## src/rtl/modport_reg_if.sv

```systemverilog
// Bundle carried across the ID->EX boundary, plus the stall/flush controls.
// The master side drives decode outputs; the slave side is the pipeline register.
interface modport_reg_if #(
    parameter int ADDR_W   = 30,
    parameter int DATA_W   = 32,
    parameter int ALUOP_W  = 4,
    parameter int MEMOP_W  = 2,
    parameter int CTRLOP_W = 2,
    parameter int GPR_W    = 5,
    parameter int EXP_W    = 3
) ();
    logic                stall;
    logic                flush;
    logic [ADDR_W-1:0]   if_pc;
    logic                if_en;
    logic [ALUOP_W-1:0]  in_alu_op;
    logic [DATA_W-1:0]   in_alu_in_0;
    logic [DATA_W-1:0]   in_alu_in_1;
    logic                in_br_flag;
    logic [MEMOP_W-1:0]  in_mem_op;
    logic [DATA_W-1:0]   in_mem_wr_data;
    logic [CTRLOP_W-1:0] in_ctrl_op;
    logic [GPR_W-1:0]    in_dst_addr;
    logic                in_gpr_we_;
    logic [EXP_W-1:0]    in_exp_code;

    logic [ADDR_W-1:0]   id_pc;
    logic                id_en;
    logic [ALUOP_W-1:0]  out_alu_op;
    logic [DATA_W-1:0]   out_alu_in_0;
    logic [DATA_W-1:0]   out_alu_in_1;
    logic                out_br_flag;
    logic [MEMOP_W-1:0]  out_mem_op;
    logic [DATA_W-1:0]   out_mem_wr_data;
    logic [CTRLOP_W-1:0] out_ctrl_op;
    logic [GPR_W-1:0]    out_dst_addr;
    logic                out_gpr_we_;
    logic [EXP_W-1:0]    out_exp_code;

    modport master (
        output stall, flush, if_pc, if_en, in_alu_op, in_alu_in_0, in_alu_in_1,
               in_br_flag, in_mem_op, in_mem_wr_data, in_ctrl_op, in_dst_addr,
               in_gpr_we_, in_exp_code,
        input  id_pc, id_en, out_alu_op, out_alu_in_0, out_alu_in_1, out_br_flag,
               out_mem_op, out_mem_wr_data, out_ctrl_op, out_dst_addr,
               out_gpr_we_, out_exp_code
    );

    modport slave (
        input  stall, flush, if_pc, if_en, in_alu_op, in_alu_in_0, in_alu_in_1,
               in_br_flag, in_mem_op, in_mem_wr_data, in_ctrl_op, in_dst_addr,
               in_gpr_we_, in_exp_code,
        output id_pc, id_en, out_alu_op, out_alu_in_0, out_alu_in_1, out_br_flag,
               out_mem_op, out_mem_wr_data, out_ctrl_op, out_dst_addr,
               out_gpr_we_, out_exp_code
    );
endinterface

```

## src/rtl/modport_reg.sv

```systemverilog
// ID->EX pipeline register: the whole bundle is one flop group so PC, valid
// and every field always move together. Reset and flush both load a NOP bubble.
module modport_reg #(
    parameter int ADDR_W   = 30,
    parameter int DATA_W   = 32,
    parameter int ALUOP_W  = 4,
    parameter int MEMOP_W  = 2,
    parameter int CTRLOP_W = 2,
    parameter int GPR_W    = 5,
    parameter int EXP_W    = 3
) (
    input  logic         clk,
    input  logic         rst,
    modport_reg_if.slave bus
);
    typedef struct packed {
        logic [ADDR_W-1:0]   pc;
        logic                en;
        logic [ALUOP_W-1:0]  alu_op;
        logic [DATA_W-1:0]   alu_in_0;
        logic [DATA_W-1:0]   alu_in_1;
        logic                br_flag;
        logic [MEMOP_W-1:0]  mem_op;
        logic [DATA_W-1:0]   mem_wr_data;
        logic [CTRLOP_W-1:0] ctrl_op;
        logic [GPR_W-1:0]    dst_addr;
        logic                gpr_we_;
        logic [EXP_W-1:0]    exp_code;
    } stage_t;

    // All-zero bundle except the active-low write enable, which must read disabled.
    function automatic stage_t bubble_f();
        stage_t b;
        b         = {$bits(stage_t){1'b0}};
        b.gpr_we_ = 1'b1;
        return b;
    endfunction

    stage_t in_s;
    stage_t next_s;
    stage_t stage_r;

    assign in_s.pc          = bus.if_pc;
    assign in_s.en          = bus.if_en;
    assign in_s.alu_op      = bus.in_alu_op;
    assign in_s.alu_in_0    = bus.in_alu_in_0;
    assign in_s.alu_in_1    = bus.in_alu_in_1;
    assign in_s.br_flag     = bus.in_br_flag;
    assign in_s.mem_op      = bus.in_mem_op;
    assign in_s.mem_wr_data = bus.in_mem_wr_data;
    assign in_s.ctrl_op     = bus.in_ctrl_op;
    assign in_s.dst_addr    = bus.in_dst_addr;
    assign in_s.gpr_we_     = bus.in_gpr_we_;
    assign in_s.exp_code    = bus.in_exp_code;

    // Next-bundle select: stall wins over flush, flush over a normal load.
    always_comb begin
        next_s = stage_r;
        if (bus.stall) begin
            next_s = stage_r;
        end else if (bus.flush) begin
            next_s = bubble_f();
        end else begin
            next_s = in_s;
        end
    end

    // Stage register; reset overrides stall and flush on the same edge.
    always_ff @(posedge clk) begin
        if (rst) begin
            stage_r <= bubble_f();
        end else begin
            stage_r <= next_s;
        end
    end

    assign bus.id_pc           = stage_r.pc;
    assign bus.id_en           = stage_r.en;
    assign bus.out_alu_op      = stage_r.alu_op;
    assign bus.out_alu_in_0    = stage_r.alu_in_0;
    assign bus.out_alu_in_1    = stage_r.alu_in_1;
    assign bus.out_br_flag     = stage_r.br_flag;
    assign bus.out_mem_op      = stage_r.mem_op;
    assign bus.out_mem_wr_data = stage_r.mem_wr_data;
    assign bus.out_ctrl_op     = stage_r.ctrl_op;
    assign bus.out_dst_addr    = stage_r.dst_addr;
    assign bus.out_gpr_we_     = stage_r.gpr_we_;
    assign bus.out_exp_code    = stage_r.exp_code;
endmodule

```

## src/flat_wrapper.sv

```systemverilog
// flat-port wrapper written by rule: the top's interface ports become plain ports
module modport_reg_flat 
#(
    parameter int ADDR_W   = 30,
    parameter int DATA_W   = 32,
    parameter int ALUOP_W  = 4,
    parameter int MEMOP_W  = 2,
    parameter int CTRLOP_W = 2,
    parameter int GPR_W    = 5,
    parameter int EXP_W    = 3
)
  (clk, rst, bus_stall, bus_flush, bus_if_pc, bus_if_en, bus_in_alu_op, bus_in_alu_in_0, bus_in_alu_in_1, bus_in_br_flag, bus_in_mem_op, bus_in_mem_wr_data, bus_in_ctrl_op, bus_in_dst_addr, bus_in_gpr_we_, bus_in_exp_code, bus_id_pc, bus_id_en, bus_out_alu_op, bus_out_alu_in_0, bus_out_alu_in_1, bus_out_br_flag, bus_out_mem_op, bus_out_mem_wr_data, bus_out_ctrl_op, bus_out_dst_addr, bus_out_gpr_we_, bus_out_exp_code);
  modport_reg_if #(.ADDR_W(ADDR_W), .DATA_W(DATA_W), .ALUOP_W(ALUOP_W), .MEMOP_W(MEMOP_W), .CTRLOP_W(CTRLOP_W), .GPR_W(GPR_W), .EXP_W(EXP_W)) bus_i ();
  input  logic clk;
  input  logic rst;
  input wire logic [$bits(bus_i.stall)-1:0] bus_stall;
  input wire logic [$bits(bus_i.flush)-1:0] bus_flush;
  input wire logic [$bits(bus_i.if_pc)-1:0] bus_if_pc;
  input wire logic [$bits(bus_i.if_en)-1:0] bus_if_en;
  input wire logic [$bits(bus_i.in_alu_op)-1:0] bus_in_alu_op;
  input wire logic [$bits(bus_i.in_alu_in_0)-1:0] bus_in_alu_in_0;
  input wire logic [$bits(bus_i.in_alu_in_1)-1:0] bus_in_alu_in_1;
  input wire logic [$bits(bus_i.in_br_flag)-1:0] bus_in_br_flag;
  input wire logic [$bits(bus_i.in_mem_op)-1:0] bus_in_mem_op;
  input wire logic [$bits(bus_i.in_mem_wr_data)-1:0] bus_in_mem_wr_data;
  input wire logic [$bits(bus_i.in_ctrl_op)-1:0] bus_in_ctrl_op;
  input wire logic [$bits(bus_i.in_dst_addr)-1:0] bus_in_dst_addr;
  input wire logic [$bits(bus_i.in_gpr_we_)-1:0] bus_in_gpr_we_;
  input wire logic [$bits(bus_i.in_exp_code)-1:0] bus_in_exp_code;
  output wire logic [$bits(bus_i.id_pc)-1:0] bus_id_pc;
  output wire logic [$bits(bus_i.id_en)-1:0] bus_id_en;
  output wire logic [$bits(bus_i.out_alu_op)-1:0] bus_out_alu_op;
  output wire logic [$bits(bus_i.out_alu_in_0)-1:0] bus_out_alu_in_0;
  output wire logic [$bits(bus_i.out_alu_in_1)-1:0] bus_out_alu_in_1;
  output wire logic [$bits(bus_i.out_br_flag)-1:0] bus_out_br_flag;
  output wire logic [$bits(bus_i.out_mem_op)-1:0] bus_out_mem_op;
  output wire logic [$bits(bus_i.out_mem_wr_data)-1:0] bus_out_mem_wr_data;
  output wire logic [$bits(bus_i.out_ctrl_op)-1:0] bus_out_ctrl_op;
  output wire logic [$bits(bus_i.out_dst_addr)-1:0] bus_out_dst_addr;
  output wire logic [$bits(bus_i.out_gpr_we_)-1:0] bus_out_gpr_we_;
  output wire logic [$bits(bus_i.out_exp_code)-1:0] bus_out_exp_code;
  assign bus_i.stall = bus_stall;
  assign bus_i.flush = bus_flush;
  assign bus_i.if_pc = bus_if_pc;
  assign bus_i.if_en = bus_if_en;
  assign bus_i.in_alu_op = bus_in_alu_op;
  assign bus_i.in_alu_in_0 = bus_in_alu_in_0;
  assign bus_i.in_alu_in_1 = bus_in_alu_in_1;
  assign bus_i.in_br_flag = bus_in_br_flag;
  assign bus_i.in_mem_op = bus_in_mem_op;
  assign bus_i.in_mem_wr_data = bus_in_mem_wr_data;
  assign bus_i.in_ctrl_op = bus_in_ctrl_op;
  assign bus_i.in_dst_addr = bus_in_dst_addr;
  assign bus_i.in_gpr_we_ = bus_in_gpr_we_;
  assign bus_i.in_exp_code = bus_in_exp_code;
  assign bus_id_pc = bus_i.id_pc;
  assign bus_id_en = bus_i.id_en;
  assign bus_out_alu_op = bus_i.out_alu_op;
  assign bus_out_alu_in_0 = bus_i.out_alu_in_0;
  assign bus_out_alu_in_1 = bus_i.out_alu_in_1;
  assign bus_out_br_flag = bus_i.out_br_flag;
  assign bus_out_mem_op = bus_i.out_mem_op;
  assign bus_out_mem_wr_data = bus_i.out_mem_wr_data;
  assign bus_out_ctrl_op = bus_i.out_ctrl_op;
  assign bus_out_dst_addr = bus_i.out_dst_addr;
  assign bus_out_gpr_we_ = bus_i.out_gpr_we_;
  assign bus_out_exp_code = bus_i.out_exp_code;
  modport_reg #(.ADDR_W(ADDR_W), .DATA_W(DATA_W), .ALUOP_W(ALUOP_W), .MEMOP_W(MEMOP_W), .CTRLOP_W(CTRLOP_W), .GPR_W(GPR_W), .EXP_W(EXP_W)) u_core (.clk(clk), .rst(rst), .bus(bus_i));
endmodule
```

## config.mk

```make
export PLATFORM = sky130hd
export DESIGN_NAME = modport_reg_flat
export DESIGN_NICKNAME = d
export VERILOG_FILES = /design/src/rtl/modport_reg_if.sv /design/src/rtl/modport_reg.sv /design/src/flat_wrapper.sv
export SDC_FILE = /design/constraint.sdc
export NUM_CORES = 1
export LEC_CHECK = 0
export CAP_MARGIN = 25
export CORE_ASPECT_RATIO = 0.7
export CORE_MARGIN = 1
export CORE_UTILIZATION = 44
export DETAILED_ROUTE_END_ITERATION = 8
export GPL_TIMING_DRIVEN = 0
export PLACE_DENSITY = 0.86
export SETUP_SLACK_MARGIN = 0.05
export SLEW_MARGIN = 0
export SYNTH_ARGS = -nofsm -noshare
export SYNTH_HDL_FRONTEND = slang
export SYNTH_SLANG_ARGS = --single-unit
```

## constraint.sdc

```tcl
create_clock -name clk -period 3.35 [get_ports clk]
set_input_delay 0.8375 -clock clk [delete_from_list [all_inputs] [get_ports clk]]
set_output_delay 0.8375 -clock clk [all_outputs]
set_load 0.02 [all_outputs]
```

==> results of run 1 <==
==> area by class of cell <==
cell class,instances,area share
Multi-Input combinational cell,436,0.286
Buffer,64,0.0372
Sequential cell,145,0.296
Clock inverter,13,0.0129
Clock buffer,19,0.0452
Timing Repair Buffer,292,0.298
Tap cell,185,0.0236
==> metrics by stage <==
| stage | hold slack, ns | power, mW | utilization | cell area [um2] |
|---|---|---|---|---|
| after global placement | 0.448 | 2.59 | 0.693 | 9230 |
| after CTS | 0.471 | 4.40 | 0.736 | 9800 |
| after global routing | 0.494 | 4.54 | 0.736 | 9800 |
| after detailed placement | 0.462 | 2.59 | 0.693 | 9230 |
| after floorplan | 0.541 | 2.21 | - | 6070 |
| final | 0.465 | 4.38 | 0.736 | 9800 |
==> routing by layer <==
layer	vias to the layer above	part of all wire
li1	2816	-
met1	2604	0.43
met4	0	0.034
met5	-	0
met2	224	0.45
met3	46	0.086
==> synth_stat cells <==
library cell / number
sky130_fd_sc_hd__dfxtp_1: 145
sky130_fd_sc_hd__o22ai_1: 73
sky130_fd_sc_hd__buf_4: 7
sky130_fd_sc_hd__nor3b_1: 1
sky130_fd_sc_hd__o22ai_2: 70
sky130_fd_sc_hd__a21oi_1: 1
sky130_fd_sc_hd__nor4_1: 1
sky130_fd_sc_hd__or2_1: 1
sky130_fd_sc_hd__nand2_1: 144
sky130_fd_sc_hd__buf_6: 11
sky130_fd_sc_hd__buf_1: 1
sky130_fd_sc_hd__nor2_1: 1
sky130_fd_sc_hd__clkbuf_1: 33
sky130_fd_sc_hd__or3b_2: 1
sky130_fd_sc_hd__buf_2: 12
sky130_fd_sc_hd__nand2b_1: 143
==> worst paths after layout <==
check,from,end,cells past startpoint
max,u_core.bus.out_mem_op[1],bus_out_mem_op[1],1
min reg2reg,u_core.bus.id_pc[26],u_core.bus.id_pc[26],2
max reg2reg,u_core.bus.out_gpr_we_,u_core.bus.out_gpr_we_,2
min,u_core.bus.id_pc[26],u_core.bus.id_pc[26],2
==> kinds of logic (layout without fill, tap and decap cells) <==
group                  Yosys count  in the layout  synth area share
buffers and inverters           64            388            0.0600
and+or+nand+nor                292            292             0.242
DFF                            145            145             0.478
AOI/OAI and AO/OA              144            144             0.220
==> sequential cells by signal, indices dropped and copies added (netlist names) <==
| name | cells |
|---|---|
| u_core.bus.id_en | 1 |
| u_core.bus.id_pc | 30 |
| u_core.bus.out_alu_in_0 | 32 |
| u_core.bus.out_alu_in_1 | 32 |
| u_core.bus.out_alu_op | 4 |
| u_core.bus.out_br_flag | 1 |
| u_core.bus.out_ctrl_op | 2 |
| u_core.bus.out_dst_addr | 5 |
| u_core.bus.out_exp_code | 3 |
| u_core.bus.out_gpr_we_ | 1 |
| u_core.bus.out_mem_op | 2 |
| u_core.bus.out_mem_wr_data | 32 |
==> power groups by stage <==
stage / sequential, mW / combinational [mW] / clock, mW
2_1_floorplan: 1.95 / 0.264 / 0
3_3_place_gp: 1.86 / 0.721 / 0
3_5_place_dp: 1.87 / 0.726 / 0
4_1_cts: 1.83 / 0.731 / 1.84
5_1_grt: 1.84 / 0.776 / 1.93
6_report: 1.83 / 0.727 / 1.82
==> run_results.csv, run 1 <==
group,metric,value,unit
cells_and_area,most_common_cell_after_layout_fill_and_taps_aside,"sky130_fd_sc_hd__clkdlybuf4s50_1",
pwr,irDropWorstVdd,0.380,mV
detailed_routing,postRouteAntennaNets,0,
global_routing,grt_max_degree,17,
floorplanning,core_region_area,0.0133,mm2
detailed_routing,dr_total_vias,5690,
pwr,total_switching_power,1.14,mW
cells_and_area,finish.net_count,1105,
detailed_routing,avg_wl_per_cell,16.2,um
cells_and_area,flow.area_growth_from_synthesis,61.3,%
critical_path,crit_required,2.51,ns
global_routing,grt_pass1_wl,28900,um
critical_path,worst_setup_path_start_kind,"flip-flop",
critical_path,r2r_slack,2.64,ns
global_routing,grt_util_met2,0.416,
yosys,post_synth_num_cell_types,16,
cells_and_area,post_route_cells_drive_above_1_share,0.136,
yosys,synth_area_leaders,"sky130_fd_sc_hd__dfxtp_1, sky130_fd_sc_hd__nand2b_1, sky130_fd_sc_hd__o22ai_2, sky130_fd_sc_hd__nand2_1, sky130_fd_sc_hd__o22ai_1",
pwr,switching_share,0.261,
sta,timing.final.max_slew_violations,0,
global_routing,grt-ovfl-total,0,
critical_path,critical_path.top_delay_family,"buffers and inverters",
global_routing,top_usage_layer,"met2",
critical_path,cp_slowest_stage_delay,0.63,ns
yosys,yosys_synthesis_warning_count,0,
sta,hold_violations,0,
cells_and_area,diodes,0,
clock_network,clock_tree.buffer_depth,2,
run,maxCapViolations,0,
sta,relSlewSlack,0.670,
floorplanning,initial_utilization,0.456,
sta,worst_slew_pin_slew,0.496,ns
critical_path,timing.critical_path.arrival,1.43,ns
pwr,powerDensity,447,mW/mm2
clock_network,post_cts_buffers,0,
critical_path,critical_path_class,"flip-flop to output pin",
floorplanning,dieHeight,100,um
detailed_routing,detailedRoute.firstIterationViolations,166,
sta,final.period_utilization,0.678,
clock_network,cts_root_buffer,"sky130_fd_sc_hd__clkbuf_16",
critical_path,crit_path_cell_trace,"clkdlybuf4s50_1",
clock_network,cts.hold.buffers_added,0,
clock_network,cts-buffers-inserted,17,
sta,rsz0062_at_grt,"no",
yosys,syn-mean-instance-area,9.41,um2
detailed_routing,route.detailed.vias_per_inst,4.93,
placed_design,detailedPlacementHpwl,13500,um
critical_path,cp_slowest_cell,"sky130_fd_sc_hd__clkdlybuf4s50_1",
global_routing,globalRouteMet1Util,0.319,
critical_path,critical_path_buf_inv_count,1,
cells_and_area,multi_input_area,0.00281,mm2
yosys,synth_cells,645,
global_routing,grt_pass1_vias,5501,
detailed_routing,drt_pre_antenna_iters,5,
yosys,sequential_share_of_the_synthesized_area,0.478,
detailed_routing,totalWireLength,18700,um
sta,timing.setup.tns,0,ns
clock_network,h_tree_level_count,4,
critical_path,end_kind,"output pin",
sta,timing.clock.skew,0,ns
pwr,leakage,3.41,nW
floorplanning,floorplan.io_pins,294,
placed_design,globalplace.congestion,0.821,
floorplanning,rows,35,
sta,fin_crit,2.27,ns
yosys,synth.ff_latch_count,145,
pwr,share_clk_of_total_power,0.416,
floorplanning,dieArea,0.0143,mm2
cells_and_area,final.fill_count,1024,
yosys,yosys.area.top_type_share,0.478,
yosys,syn_area,0.00607,mm2
global_routing,grt_usage,0.262,
global_routing,gr-usage-met3,0.0921,
clock_network,cts.clk_slew.worst_paths,0.06,ns
placed_design,place_ws,0.910,ns
clock_network,clock_sinks,145,
placed_design,port_buffers,292,
sta,setup_violations,0,
worst_hold_path,worstHoldPathType,"flip-flop to flip-flop",
run_status,outcome,"completed",
detailed_routing,drc,0,
critical_path,cp_max_fo,2,
pwr,seq_power_share,0.418,
placed_design,place_inst,1122,
cells_and_area,register_area,0.00290,mm2
global_routing,grt_antenna_before_repair,0,
cells_and_area,instances_no_fill,1154,
clock_network,tritoncts,"built",
yosys,synth_top_area_cell,"sky130_fd_sc_hd__dfxtp_1",
floorplanning,fp.dieW,142,um
cells_and_area,layout.cells.most_common_list,"sky130_fd_sc_hd__clkdlybuf4s50_1, sky130_fd_sc_hd__dfxtp_1, sky130_fd_sc_hd__nand2_1",
pwr,power.internal,3.24,mW
sta,max_freq,440,MHz
clock_network,post_cts_resized,0,
sta,final.setup.worst_slack,1.08,ns
pwr,combPwrFrac,0.166,
clock_network,clock_latency,0.41,ns
yosys,synth.net_count,794,
(Power assumes the default switching activity.)
==> inputs of run 2 (changes only) <==
--- a/config.mk
+++ b/config.mk
@@ -8,10 +8,10 @@
 export CAP_MARGIN = 25
 export CORE_ASPECT_RATIO = 0.7
 export CORE_MARGIN = 1
-export CORE_UTILIZATION = 44
+export CORE_UTILIZATION = 41
 export DETAILED_ROUTE_END_ITERATION = 8
 export GPL_TIMING_DRIVEN = 0
-export PLACE_DENSITY = 0.86
+export PLACE_DENSITY = 0.81
 export SETUP_SLACK_MARGIN = 0.05
 export SLEW_MARGIN = 0
 export SYNTH_ARGS = -nofsm -noshare
==> constraint.sdc (replaced) <==
create_clock -name clk -period 2.1 [get_ports clk]
set_input_delay 0.525 -clock clk [delete_from_list [all_inputs] [get_ports clk]]
set_output_delay 0.525 -clock clk [all_outputs]
set_load 0.02 [all_outputs]
==> run_results.csv, run 2 (same netlist as run 1, synthesis figures left out) <==
group,metric,value,unit
floorplanning,initial_utilization,0.428,
critical_path,r2r_slack,1.42,ns
clock_network,clock_latency,0.40,ns
cells_and_area,most_common_cell_after_layout_fill_and_taps_aside,"sky130_fd_sc_hd__clkdlybuf4s50_1",
critical_path,worst_setup_path_start_kind,"flip-flop",
placed_design,globalplace.congestion,0.840,
global_routing,grt_max_degree,17,
detailed_routing,totalWireLength,18300,um
sta,max_freq,521,MHz
global_routing,grt-ovfl-total,0,
run_status,outcome,"completed",
critical_path,end_kind,"output pin",
clock_network,post_cts_buffers,0,
sta,setup_violations,0,
sta,timing.clock.skew,0,ns
floorplanning,fp.dieW,147,um
detailed_routing,detailedRoute.firstIterationViolations,165,
detailed_routing,avg_wl_per_cell,15.8,um
placed_design,detailedPlacementHpwl,13500,um
cells_and_area,diodes,0,
clock_network,post_cts_resized,0,
global_routing,grt_util_met2,0.376,
worst_hold_path,whs_path_depth,2,
sta,rsz0062_at_grt,"no",
pwr,powerDensity,719,mW/mm2
floorplanning,rows,36,
critical_path,cp_slowest_cell,"sky130_fd_sc_hd__clkdlybuf4s50_1",
worst_hold_path,whs_endpoint,"u_core.bus.id_pc[26]",
sta,final.period_utilization,0.913,
worst_hold_path,worstHoldPathType,"flip-flop to flip-flop",
floorplanning,dieHeight,104,um
detailed_routing,route.detailed.vias_per_inst,4.81,
critical_path,timing.rr.end,"u_core.bus.out_mem_wr_data[13]",
global_routing,gr-usage-met3,0.0749,
floorplanning,dieArea,0.0153,mm2
critical_path,critical_path_buf_inv_count,1,
global_routing,grt_pass1_vias,5343,
cells_and_area,finish.net_count,1105,
clock_network,cts_root_buffer,"sky130_fd_sc_hd__clkbuf_16",
floorplanning,core_region_area,0.0142,mm2
global_routing,globalRouteMet1Util,0.310,
detailed_routing,drt_pre_antenna_iters,4,
critical_path,critical_path.top_delay_family,"buffers and inverters",
detailed_routing,drc,0,
critical_path,timing.rr.start,"u_core.bus.out_mem_wr_data[13]",
placed_design,area_post_placement,0.00923,mm2
clock_network,tritoncts,"built",
run,maxCapViolations,0,
pwr,leakage,3.42,nW
clock_network,h_tree_level_count,4,
sta,worst_slew_pin_slew,0.505,ns
worst_hold_path,worst_hold_startpoint,"u_core.bus.id_pc[26]",
sta,timing.setup.tns,0,ns
global_routing,grt_usage,0.237,
sta,timing.final.max_slew_violations,0,
critical_path,crit_required,1.57,ns
cells_and_area,flow.area_growth_from_synthesis,61.7,%
global_routing,grt_antenna_before_repair,0,
cells_and_area,layout.cells.most_common_list,"sky130_fd_sc_hd__clkdlybuf4s50_1, sky130_fd_sc_hd__dfxtp_1, sky130_fd_sc_hd__nand2_1",
sta,hold_violations,0,
sta,relSlewSlack,0.663,
clock_network,cts.hold.buffers_added,0,
clock_network,cts-buffers-inserted,17,
critical_path,cp_slowest_stage_delay,0.67,ns
clock_network,clock_sinks,145,
detailed_routing,dr_total_vias,5575,
critical_path,timing.critical_path.arrival,1.39,ns
floorplanning,floorplan.io_pins,294,
clock_network,cts.clk_slew.worst_paths,0.06,ns
cells_and_area,final_instance_area,0.00982,mm2
clock_network,clock_tree.buffer_depth,2,
critical_path,crit_path_cell_trace,"clkdlybuf4s50_1",
sta,fin_crit,1.92,ns
cells_and_area,post_route_cells_drive_above_1_share,0.137,
global_routing,top_usage_layer,"met2",
detailed_routing,postRouteAntennaNets,0,
critical_path,worst-r2r-cell-count,2,
critical_path,critical_path_class,"flip-flop to output pin",
pwr,irDropWorstVdd,0.453,mV
placed_design,port_buffers,292,
global_routing,grt_pass1_wl,28500,um
critical_path,cp_max_fo,2,
==> run 2: cell count changes in the layout (fill, tap and decap cells not counted) <==
cell and change:
sky130_fd_sc_hd__clkbuf_8 +2, sky130_fd_sc_hd__clkbuf_1 -1, sky130_fd_sc_hd__clkinv_2 -1
==> run 2: through the flow <==
| step | setup slack, ns | total power [mW] | std cells | hold slack [ns] | util |
|---|---|---|---|---|---|
| after floorplan | 0.733 | 3.53 | 645 | 0.541 | - |
| after global placement | 0.0316 | 4.13 | 1127 | 0.448 | 0.651 |
| after detailed placement | -0.0466 | 4.14 | 1127 | 0.455 | 0.651 |
| after CTS | 0.158 | 7.11 | 1159 | 0.464 | 0.692 |
| after global routing | 0.122 | 7.33 | 1159 | 0.478 | 0.692 |
| final | 0.182 | 7.06 | 1159 | 0.461 | 0.692 |
==> run 2: final cells by class <==
class,instances,area [um2]
timing repair buffer,292,2920
clock buffer,20,467
fill,1191,4370
multi-input combinational,436,2810
buffer,64,364
sequential,145,2900
clock inverter,12,121
tap,190,238
==> run 2: layer usage <==
layer | part of all wire | routed length [um] | vias up
li1 | - | - | 2819
met1 | 0.46 | 8450 | 2570
met2 | 0.46 | 8460 | 173
met3 | 0.066 | 1200 | 13
met4 | 0.0095 | 174 | 0
met5 | 0 | 0 | -
==> run 2: power breakdown <==
group | switching, mW | leakage [nW] | internal, mW | total, mW
logic | 0.533 | 1.96 | 0.628 | 1.16
registers | 0.0551 | 1.18 | 2.86 | 2.92
clock network | 1.23 | 0.276 | 1.75 | 2.98
==> run 2: worst max path at each step <==
stage	startpoint	endpoint	slack (ns)	cells after the start
floorplan	rst	u_core.bus.id_pc[0]	0.73	5
global placement	bus_stall	u_core.bus.out_alu_op[1]	0.03	5
detailed placement	bus_stall	u_core.bus.out_alu_in_1[25]	-0.05	5
CTS	u_core.bus.out_mem_wr_data[13]	bus_out_mem_wr_data[13]	0.16	1
global route	u_core.bus.out_dst_addr[4]	bus_out_dst_addr[4]	0.12	1
finish	u_core.bus.out_dst_addr[4]	bus_out_dst_addr[4]	0.18	1
